--- src/rtl/pipe_pkg.sv ---
// Shared definitions for the pipeline stage registers of the five-stage MIPS core.
// Holds the hazard idle value, ExcCode constants and the common field widths.
package pipe_pkg;

  localparam int REG_ADDR_W = 5;
  localparam int PC_W       = 32;
  localparam int TUSE_IDLE  = 4;

  typedef logic [4:0] exc_code_t;

  localparam exc_code_t EXC_INT     = 5'd0;
  localparam exc_code_t EXC_ADEL    = 5'd4;
  localparam exc_code_t EXC_ADES    = 5'd5;
  localparam exc_code_t EXC_SYSCALL = 5'd8;
  localparam exc_code_t EXC_RI      = 5'd10;
  localparam exc_code_t EXC_OV      = 5'd12;

endpackage

--- src/rtl/pipe_perf_cnt.sv ---
// Wrap-around performance counter with asynchronous reset and increment enable.
module pipe_perf_cnt #(
  parameter int CNT_W = 32
) (
  input  logic             clk,
  input  logic             reset,
  input  logic             inc,
  output logic [CNT_W-1:0] cnt
);

  logic [CNT_W-1:0] cnt_r;
  logic [CNT_W-1:0] cnt_s;

  // next count: wraps modulo 2^CNT_W, never saturates
  always_comb begin
    cnt_s = cnt_r;
    if (inc) begin
      cnt_s = cnt_r + CNT_W'(1);
    end else begin
      cnt_s = cnt_r;
    end
  end

  // counter state register
  always_ff @(posedge clk or posedge reset) begin
    if (reset) begin
      cnt_r <= {CNT_W{1'b0}};
    end else begin
      cnt_r <= cnt_s;
    end
  end

  assign cnt = cnt_r;

endmodule

--- src/rtl/pipe_stage_reg.sv ---
// Inter-stage pipeline register carrying payload plus hazard/exception fields,
// with prioritised flush/stall control and stall/bubble performance counters.
module pipe_stage_reg
  import pipe_pkg::*;
#(
  parameter int PAYLOAD_W        = 128,
  parameter int TNEW_W           = 4,
  parameter int TNEW_DEC         = 1,
  parameter int KEEP_PC_ON_FLUSH = 1,
  parameter int CNT_W            = 32
) (
  input  logic                  clk,
  input  logic                  reset,
  input  logic                  stall,
  input  logic                  flush,
  input  logic                  in_valid,
  input  logic [PAYLOAD_W-1:0]  in_payload,
  input  logic [PC_W-1:0]       in_pc,
  input  logic                  in_bd,
  input  logic [REG_ADDR_W-1:0] in_dst_addr,
  input  logic [TNEW_W-1:0]     in_tnew,
  input  logic [TNEW_W-1:0]     in_rs_tuse,
  input  logic [TNEW_W-1:0]     in_rt_tuse,
  input  logic                  in_exc,
  input  logic [4:0]            in_exc_code,
  output logic                  out_valid,
  output logic [PAYLOAD_W-1:0]  out_payload,
  output logic [PC_W-1:0]       out_pc,
  output logic                  out_bd,
  output logic [REG_ADDR_W-1:0] out_dst_addr,
  output logic [TNEW_W-1:0]     out_tnew,
  output logic [TNEW_W-1:0]     out_rs_tuse,
  output logic [TNEW_W-1:0]     out_rt_tuse,
  output logic                  out_exc,
  output logic [4:0]            out_exc_code,
  output logic [CNT_W-1:0]      stall_cnt,
  output logic [CNT_W-1:0]      bubble_cnt
);

  localparam logic [TNEW_W-1:0] TUSE_IDLE_V = TNEW_W'(TUSE_IDLE);
  localparam logic [TNEW_W-1:0] TNEW_DEC_V  = TNEW_W'(TNEW_DEC);
  localparam logic              KEEP_PC     = (KEEP_PC_ON_FLUSH != 0);

  logic                  valid_r,    valid_s;
  logic [PAYLOAD_W-1:0]  payload_r,  payload_s;
  logic [PC_W-1:0]       pc_r,       pc_s;
  logic                  bd_r,       bd_s;
  logic [REG_ADDR_W-1:0] dst_r,      dst_s;
  logic [TNEW_W-1:0]     tnew_r,     tnew_s;
  logic [TNEW_W-1:0]     rs_tuse_r,  rs_tuse_s;
  logic [TNEW_W-1:0]     rt_tuse_r,  rt_tuse_s;
  logic                  exc_r,      exc_s;
  exc_code_t             exc_code_r, exc_code_s;

  logic                  bubble_s;
  logic                  stall_inc_s;
  logic                  bubble_inc_s;
  logic [PC_W-1:0]       bubble_pc_s;
  logic                  bubble_bd_s;

  // a bubble is loaded on flush, or on a normal load with no real instruction upstream
  always_comb begin
    bubble_s     = 1'b0;
    stall_inc_s  = 1'b0;
    bubble_inc_s = 1'b0;
    if (flush) begin
      bubble_s     = 1'b1;
      bubble_inc_s = 1'b1;
    end else if (stall) begin
      stall_inc_s  = 1'b1;
    end else begin
      bubble_s     = ~in_valid;
    end
  end

  // bubbles keep the incoming PC/BD so a later exception still reports the right EPC
  always_comb begin
    if (KEEP_PC) begin
      bubble_pc_s = in_pc;
      bubble_bd_s = in_bd;
    end else begin
      bubble_pc_s = {PC_W{1'b0}};
      bubble_bd_s = 1'b0;
    end
  end

  // next-state selection: bubble, hold or load
  always_comb begin
    valid_s    = valid_r;
    payload_s  = payload_r;
    pc_s       = pc_r;
    bd_s       = bd_r;
    dst_s      = dst_r;
    tnew_s     = tnew_r;
    rs_tuse_s  = rs_tuse_r;
    rt_tuse_s  = rt_tuse_r;
    exc_s      = exc_r;
    exc_code_s = exc_code_r;
    if (bubble_s) begin
      valid_s    = 1'b0;
      payload_s  = {PAYLOAD_W{1'b0}};
      pc_s       = bubble_pc_s;
      bd_s       = bubble_bd_s;
      dst_s      = {REG_ADDR_W{1'b0}};
      tnew_s     = {TNEW_W{1'b0}};
      rs_tuse_s  = TUSE_IDLE_V;
      rt_tuse_s  = TUSE_IDLE_V;
      exc_s      = 1'b0;
      exc_code_s = EXC_INT;
    end else if (stall) begin
      valid_s    = valid_r;
    end else begin
      valid_s    = 1'b1;
      payload_s  = in_payload;
      pc_s       = in_pc;
      bd_s       = in_bd;
      dst_s      = in_dst_addr;
      tnew_s     = in_tnew;
      rs_tuse_s  = in_rs_tuse;
      rt_tuse_s  = in_rt_tuse;
      exc_s      = in_exc;
      exc_code_s = in_exc_code;
    end
  end

  // stage state registers
  always_ff @(posedge clk or posedge reset) begin
    if (reset) begin
      valid_r    <= 1'b0;
      payload_r  <= {PAYLOAD_W{1'b0}};
      pc_r       <= {PC_W{1'b0}};
      bd_r       <= 1'b0;
      dst_r      <= {REG_ADDR_W{1'b0}};
      tnew_r     <= {TNEW_W{1'b0}};
      rs_tuse_r  <= TUSE_IDLE_V;
      rt_tuse_r  <= TUSE_IDLE_V;
      exc_r      <= 1'b0;
      exc_code_r <= EXC_INT;
    end else begin
      valid_r    <= valid_s;
      payload_r  <= payload_s;
      pc_r       <= pc_s;
      bd_r       <= bd_s;
      dst_r      <= dst_s;
      tnew_r     <= tnew_s;
      rs_tuse_r  <= rs_tuse_s;
      rt_tuse_r  <= rt_tuse_s;
      exc_r      <= exc_s;
      exc_code_r <= exc_code_s;
    end
  end

  // Tnew saturates at 0; a faulting instruction is hidden from hazard unit and GRF
  always_comb begin
    if (tnew_r >= TNEW_DEC_V) begin
      out_tnew = tnew_r - TNEW_DEC_V;
    end else begin
      out_tnew = {TNEW_W{1'b0}};
    end
    if (exc_r) begin
      out_dst_addr = {REG_ADDR_W{1'b0}};
    end else begin
      out_dst_addr = dst_r;
    end
  end

  assign out_valid    = valid_r;
  assign out_payload  = payload_r;
  assign out_pc       = pc_r;
  assign out_bd       = bd_r;
  assign out_rs_tuse  = rs_tuse_r;
  assign out_rt_tuse  = rt_tuse_r;
  assign out_exc      = exc_r;
  assign out_exc_code = exc_code_r;

  pipe_perf_cnt #(.CNT_W(CNT_W)) u_stall_cnt (
    .clk   (clk),
    .reset (reset),
    .inc   (stall_inc_s),
    .cnt   (stall_cnt)
  );

  pipe_perf_cnt #(.CNT_W(CNT_W)) u_bubble_cnt (
    .clk   (clk),
    .reset (reset),
    .inc   (bubble_inc_s),
    .cnt   (bubble_cnt)
  );

endmodule

--- config.mk ---
export PLATFORM = sky130hd
export DESIGN_NAME = pipe_stage_reg
export DESIGN_NICKNAME = d
export VERILOG_FILES = /design/src/rtl/pipe_pkg.sv /design/src/rtl/pipe_perf_cnt.sv /design/src/rtl/pipe_stage_reg.sv
export SDC_FILE = /design/constraint.sdc
export NUM_CORES = 1
export LEC_CHECK = 0
export CORE_MARGIN = 2
export CORE_UTILIZATION = 35
export DETAILED_ROUTE_END_ITERATION = 8
export GPL_TIMING_DRIVEN = 1
export MAX_ROUTING_LAYER = met4
export PLACE_DENSITY = 0.67
export REMOVE_ABC_BUFFERS = 1
export SLEW_MARGIN = 25
export SYNTH_ARGS = -nofsm -noshare
export SYNTH_HDL_FRONTEND = slang
export SYNTH_HIERARCHICAL = 1
export SYNTH_SLANG_ARGS = --single-unit
--- constraint.sdc ---
create_clock -name clk -period 10.1 [get_ports clk]
set_input_delay 1.515 -clock clk [delete_from_list [all_inputs] [get_ports clk]]
set_output_delay 1.515 -clock clk [all_outputs]
set_load 0.005 [all_outputs]
==> impl_metrics.py <==
metrics = {
    "status": {
        "outcome": "completed",
    },
    "run": {
        "max_cap_viol_count": 0,
    },
    "power_and_ir_drop": {
        "p_leak_nw": 6.93,
        "vdd_drop_max_uv": 117,
        "power_density_nw_per_um2": 150,
    },
    "worst_setup_path": {
        "worstSetupPathType": "flop to primary output",
        "cp-start-kind": "flop",
        "cp-end-kind": "primary output",
        "max_stage_delay_ns": 0.48,
        "cp_slowest_cell": "clkdlybuf4s50_1",
        "crit_required_ns": 8.59,
        "cp_num_buf_inv": 2,
        "arrival_ns": 2.12,
        "crit_fanout": 5,
        "path_cells": "inv_1, ha_1, nor4b_1, nor2_1, clkdlybuf4s50_1",
        "critPathTopFamily": "buffers and inverters",
    },
    "routing": {
        "met2_wirelength_mm": 16.5,
        "ant_nets": 0,
        "m1WireLength_mm": 13.5,
        "dr.pass1.iters": 5,
        "highest_layer": "met4",
        "drc_errors": 0,
        "routed_wirelength_mm": 33.3,
        "wl_met3_mm": 2.11,
        "via_per_inst": 4.95,
        "drt_iter0_drc": 563,
        "wire_per_inst_um": 18.2,
        "num_vias": 9064,
    },
    "clocking": {
        "ctsHoldBuffers": 0,
        "cts_resized": 0,
        "path_clk_slew_ns": 0.06,
        "cts_root_buffer": "clkbuf_16",
        "clockBufferDepth": 3,
        "tritoncts": "done",
        "clock-sinks": 249,
        "cts_htree_levels": 1,
        "cts_setup_buffers": 0,
        "numCtsBuffers": 28,
        "clk_latency_ns": 0.55,
    },
    "floorplan": {
        "die_w_um": 182,
        "row_count": 65,
        "die_y_um": 182,
        "core_area_um2": 31300,
        "io_pins": 438,
        "die_area_um2": 33000,
        "initial_core_util_pct": 35.3,
    },
    "global_routing": {
        "grtUsageTotal_pct": 20.0,
        "grt_pass1_vias": 9227,
        "overflow": 0,
        "grt_max_degree": 131,
        "antenna_found_initial": 2,
        "grt_first_pass_wirelength_mm": 51.4,
    },
    "timing": {
        "setup_tns_ns": 0,
        "fin_crit_ns": 3.64,
        "final_max_slew_viol_count": 0,
        "finalCritPeriodShare_pct": 36.0,
        "max_clock_freq_ghz": 0.275,
        "worstMarginPinSlew_ns": 1.00,
        "clock-skew-final_ns": 0.0218,
        "setup_viol": 0,
        "maxSlewHeadroom_pct": 33.2,
        "hold_viol": 0,
        "rsz0062_at_grt": "false",
    },
    "logic_synthesis": {
        "synth-main-ff-cell": "dfrtp_1",
        "synth-seq-area-share_pct": 56.4,
        "synth_xor_area_share_pct": 4.91,
        "netlist_area_um2": 11100,
        "synth_edf_count": 0,
        "synth_mux_area_share_pct": 4.74,
        "syn_avg_cell_area_um2": 10.9,
        "ys_warn_count": 6,
        "synth_compound_area_share_pct": 7.20,
        "synthAdderAreaFrac_pct": 0.453,
        "synth_top_family_by_area": "simple AND/OR/NAND/NOR gates",
        "async_reset_ff_share_pct": 100,
        "synth_cell_types": 42,
        "synth_simple_gate_area_share_pct": 22.6,
        "ys_seq_elements": 249,
        "synthCells": 1010,
    },
    "cells_and_area": {
        "nets": 1603,
        "area_delta_synth_final_pct": 49.5,
        "final_area_um2": 16500,
        "drive_gt1_share_pct": 7.29,
    },
    "hold_path": {
        "hp-class": "flop to flop",
    },
    "place": {
        "postPlaceCellArea_um2": 15600,
        "dpl.hpwl_mm": 23.0,
        "port_buffers": 437,
        "gp_congestion": 0.831,
    },
}
-- flip-flops by register name, indices dropped and copies added, names as in the netlist --
| name | flops |
|---|---|
| u_bubble_cnt/cnt | 32 |
| out_bd | 1 |
| dst_r | 5 |
| out_rt_tuse | 4 |
| out_pc | 32 |
| out_exc | 1 |
| out_exc_code | 5 |
| tnew_r | 4 |
| out_rs_tuse | 4 |
| out_payload | 128 |
| u_stall_cnt/cnt | 32 |
| out_valid | 1 |
-- report_power, final --
group	total, W	internal, W	switching, W
logic	0.000379	0.000228	0.000151
registers	0.00111	0.00106	0.0000514
clock network	0.000993	0.000588	0.000405
total	0.00248	0.00187	0.000607
-- worst reg2reg max path, delay by kind of cell, from the launching register on --
kind	cells	cell delay (ns)
xor+xnor	1	0.17
simple gates	3	0.83
flops	1	0.42
fa+ha+maj	1	0.19
-- logic make-up (layout without fill, tap and decap cells) --
logic type	count (synthesis)	after routing
AOI/OAI and AO/OA	154	154
other	0	2
adders and majority gates	4	4
muxes	37	37
buffers and inverters	86	503
and+or+nand+nor	418	418
xor gates and xnor gates	62	62
DFF	249	249
-- final timing paths --
path                                        end            startpoint  slack (ns)  cells past startpoint
hold / removal             u_bubble_cnt/cnt[31]  u_bubble_cnt/cnt[31]        0.47                      1
setup / recovery                    out_tnew[1]             tnew_r[0]        6.46                      5
max in group asynchronous       out_exc_code[3]                 reset        7.34                      3
min in group asynchronous            out_pc[21]                 reset        1.52                      2
setup reg to reg            u_stall_cnt/cnt[26]    u_stall_cnt/cnt[0]        8.41                      5
hold reg to reg            u_bubble_cnt/cnt[31]  u_bubble_cnt/cnt[31]        0.47                      1
-- Yosys cell counts (4+ instances only) --
library cell / count / area [um^2]
a21oi_1: 143 / 716
a22oi_1: 8 / 60.1
and2_1: 4 / 25.0
and3_1: 8 / 50.1
and4_1: 6 / 52.6
and4_4: 4 / 45.0
buf_2: 23 / 115
buf_6: 7 / 78.8
clkbuf_1: 41 / 154
dfrtp_1: 247 / 6180
ha_1: 4 / 50.1
inv_1: 10 / 37.5
mux2_1: 5 / 56.3
mux2_4: 29 / 435
nand2_1: 163 / 612
nand3_1: 16 / 80.1
nand3b_1: 141 / 1060
nand4_1: 8 / 50.1
nor2_1: 19 / 71.3
nor2b_1: 8 / 50.1
nor3_1: 13 / 65.1
nor3b_1: 4 / 30.0
nor4_1: 6 / 37.5
nor4_4: 4 / 85.1
xnor2_1: 26 / 228
xor2_1: 36 / 315
-- through the flow --
step / total power (W) / worst slack (ns) / hold WS, ns / cells / utilization [%]
after floorplan: 0.00123 / 3.56 / 0.465 / 935 / -
final: 0.00248 / 6.46 / 0.471 / 1831 / 52.8
after detailed placement: 0.00151 / 6.02 / 0.461 / 1782 / 49.9
after global routing: 0.00258 / 6.31 / 0.502 / 1831 / 52.8
after CTS: 0.00251 / 6.43 / 0.473 / 1829 / 52.7
after global placement: 0.00150 / 6.10 / 0.461 / 1782 / 49.9
-- cell type report --
type                    count  area [um^2]
diodes                      2         5.00
clock buffers              40          786
clock inverters             7          100
fillers                  2782        14800
inverters                  11         53.8
multi-input cells         675         4410
flip-flops and latches    249         6230
well taps                 402          503
repair buffers            445         4430
-- per-layer routing --
layer / global-route usage (%) / up-vias
met4: 6.70 / 0
met5: - / -
met1: 24.5 / 4428
met3: 4.09 / 72
met2: 33.3 / 306
li1: - / 4258
-- cell usage in the layout, fill, tap and decap left out, types with 3 or more instances in the layout --
cell / netlist / final
nand3b_1: 141 / 141
nor4_4: 4 / 4
and2_1: 4 / 4
a21oi_1: 143 / 143
clkdlybuf4s50_1: 0 / 434
inv_1: 10 / 9
and3_1: 8 / 8
clkbuf_8: 0 / 4
mux2_4: 29 / 29
nor2b_1: 8 / 8
ha_1: 4 / 4
and4_4: 4 / 4
nor2_1: 19 / 19
a22oi_1: 8 / 8
and4_1: 6 / 6
clkinv_2: 0 / 3
buf_4: 2 / 10
clkbuf_16: 0 / 28
nor3_1: 13 / 13
xnor2_1: 26 / 26
clkbuf_1: 41 / 8
xor2_1: 36 / 36
nor4_1: 6 / 6
nor3b_1: 4 / 4
nand2_1: 163 / 163
nand4_1: 8 / 8
mux2_1: 5 / 5
nand3_1: 16 / 16
dfrtp_1: 247 / 247
Power figures use the tool's default switching activity.
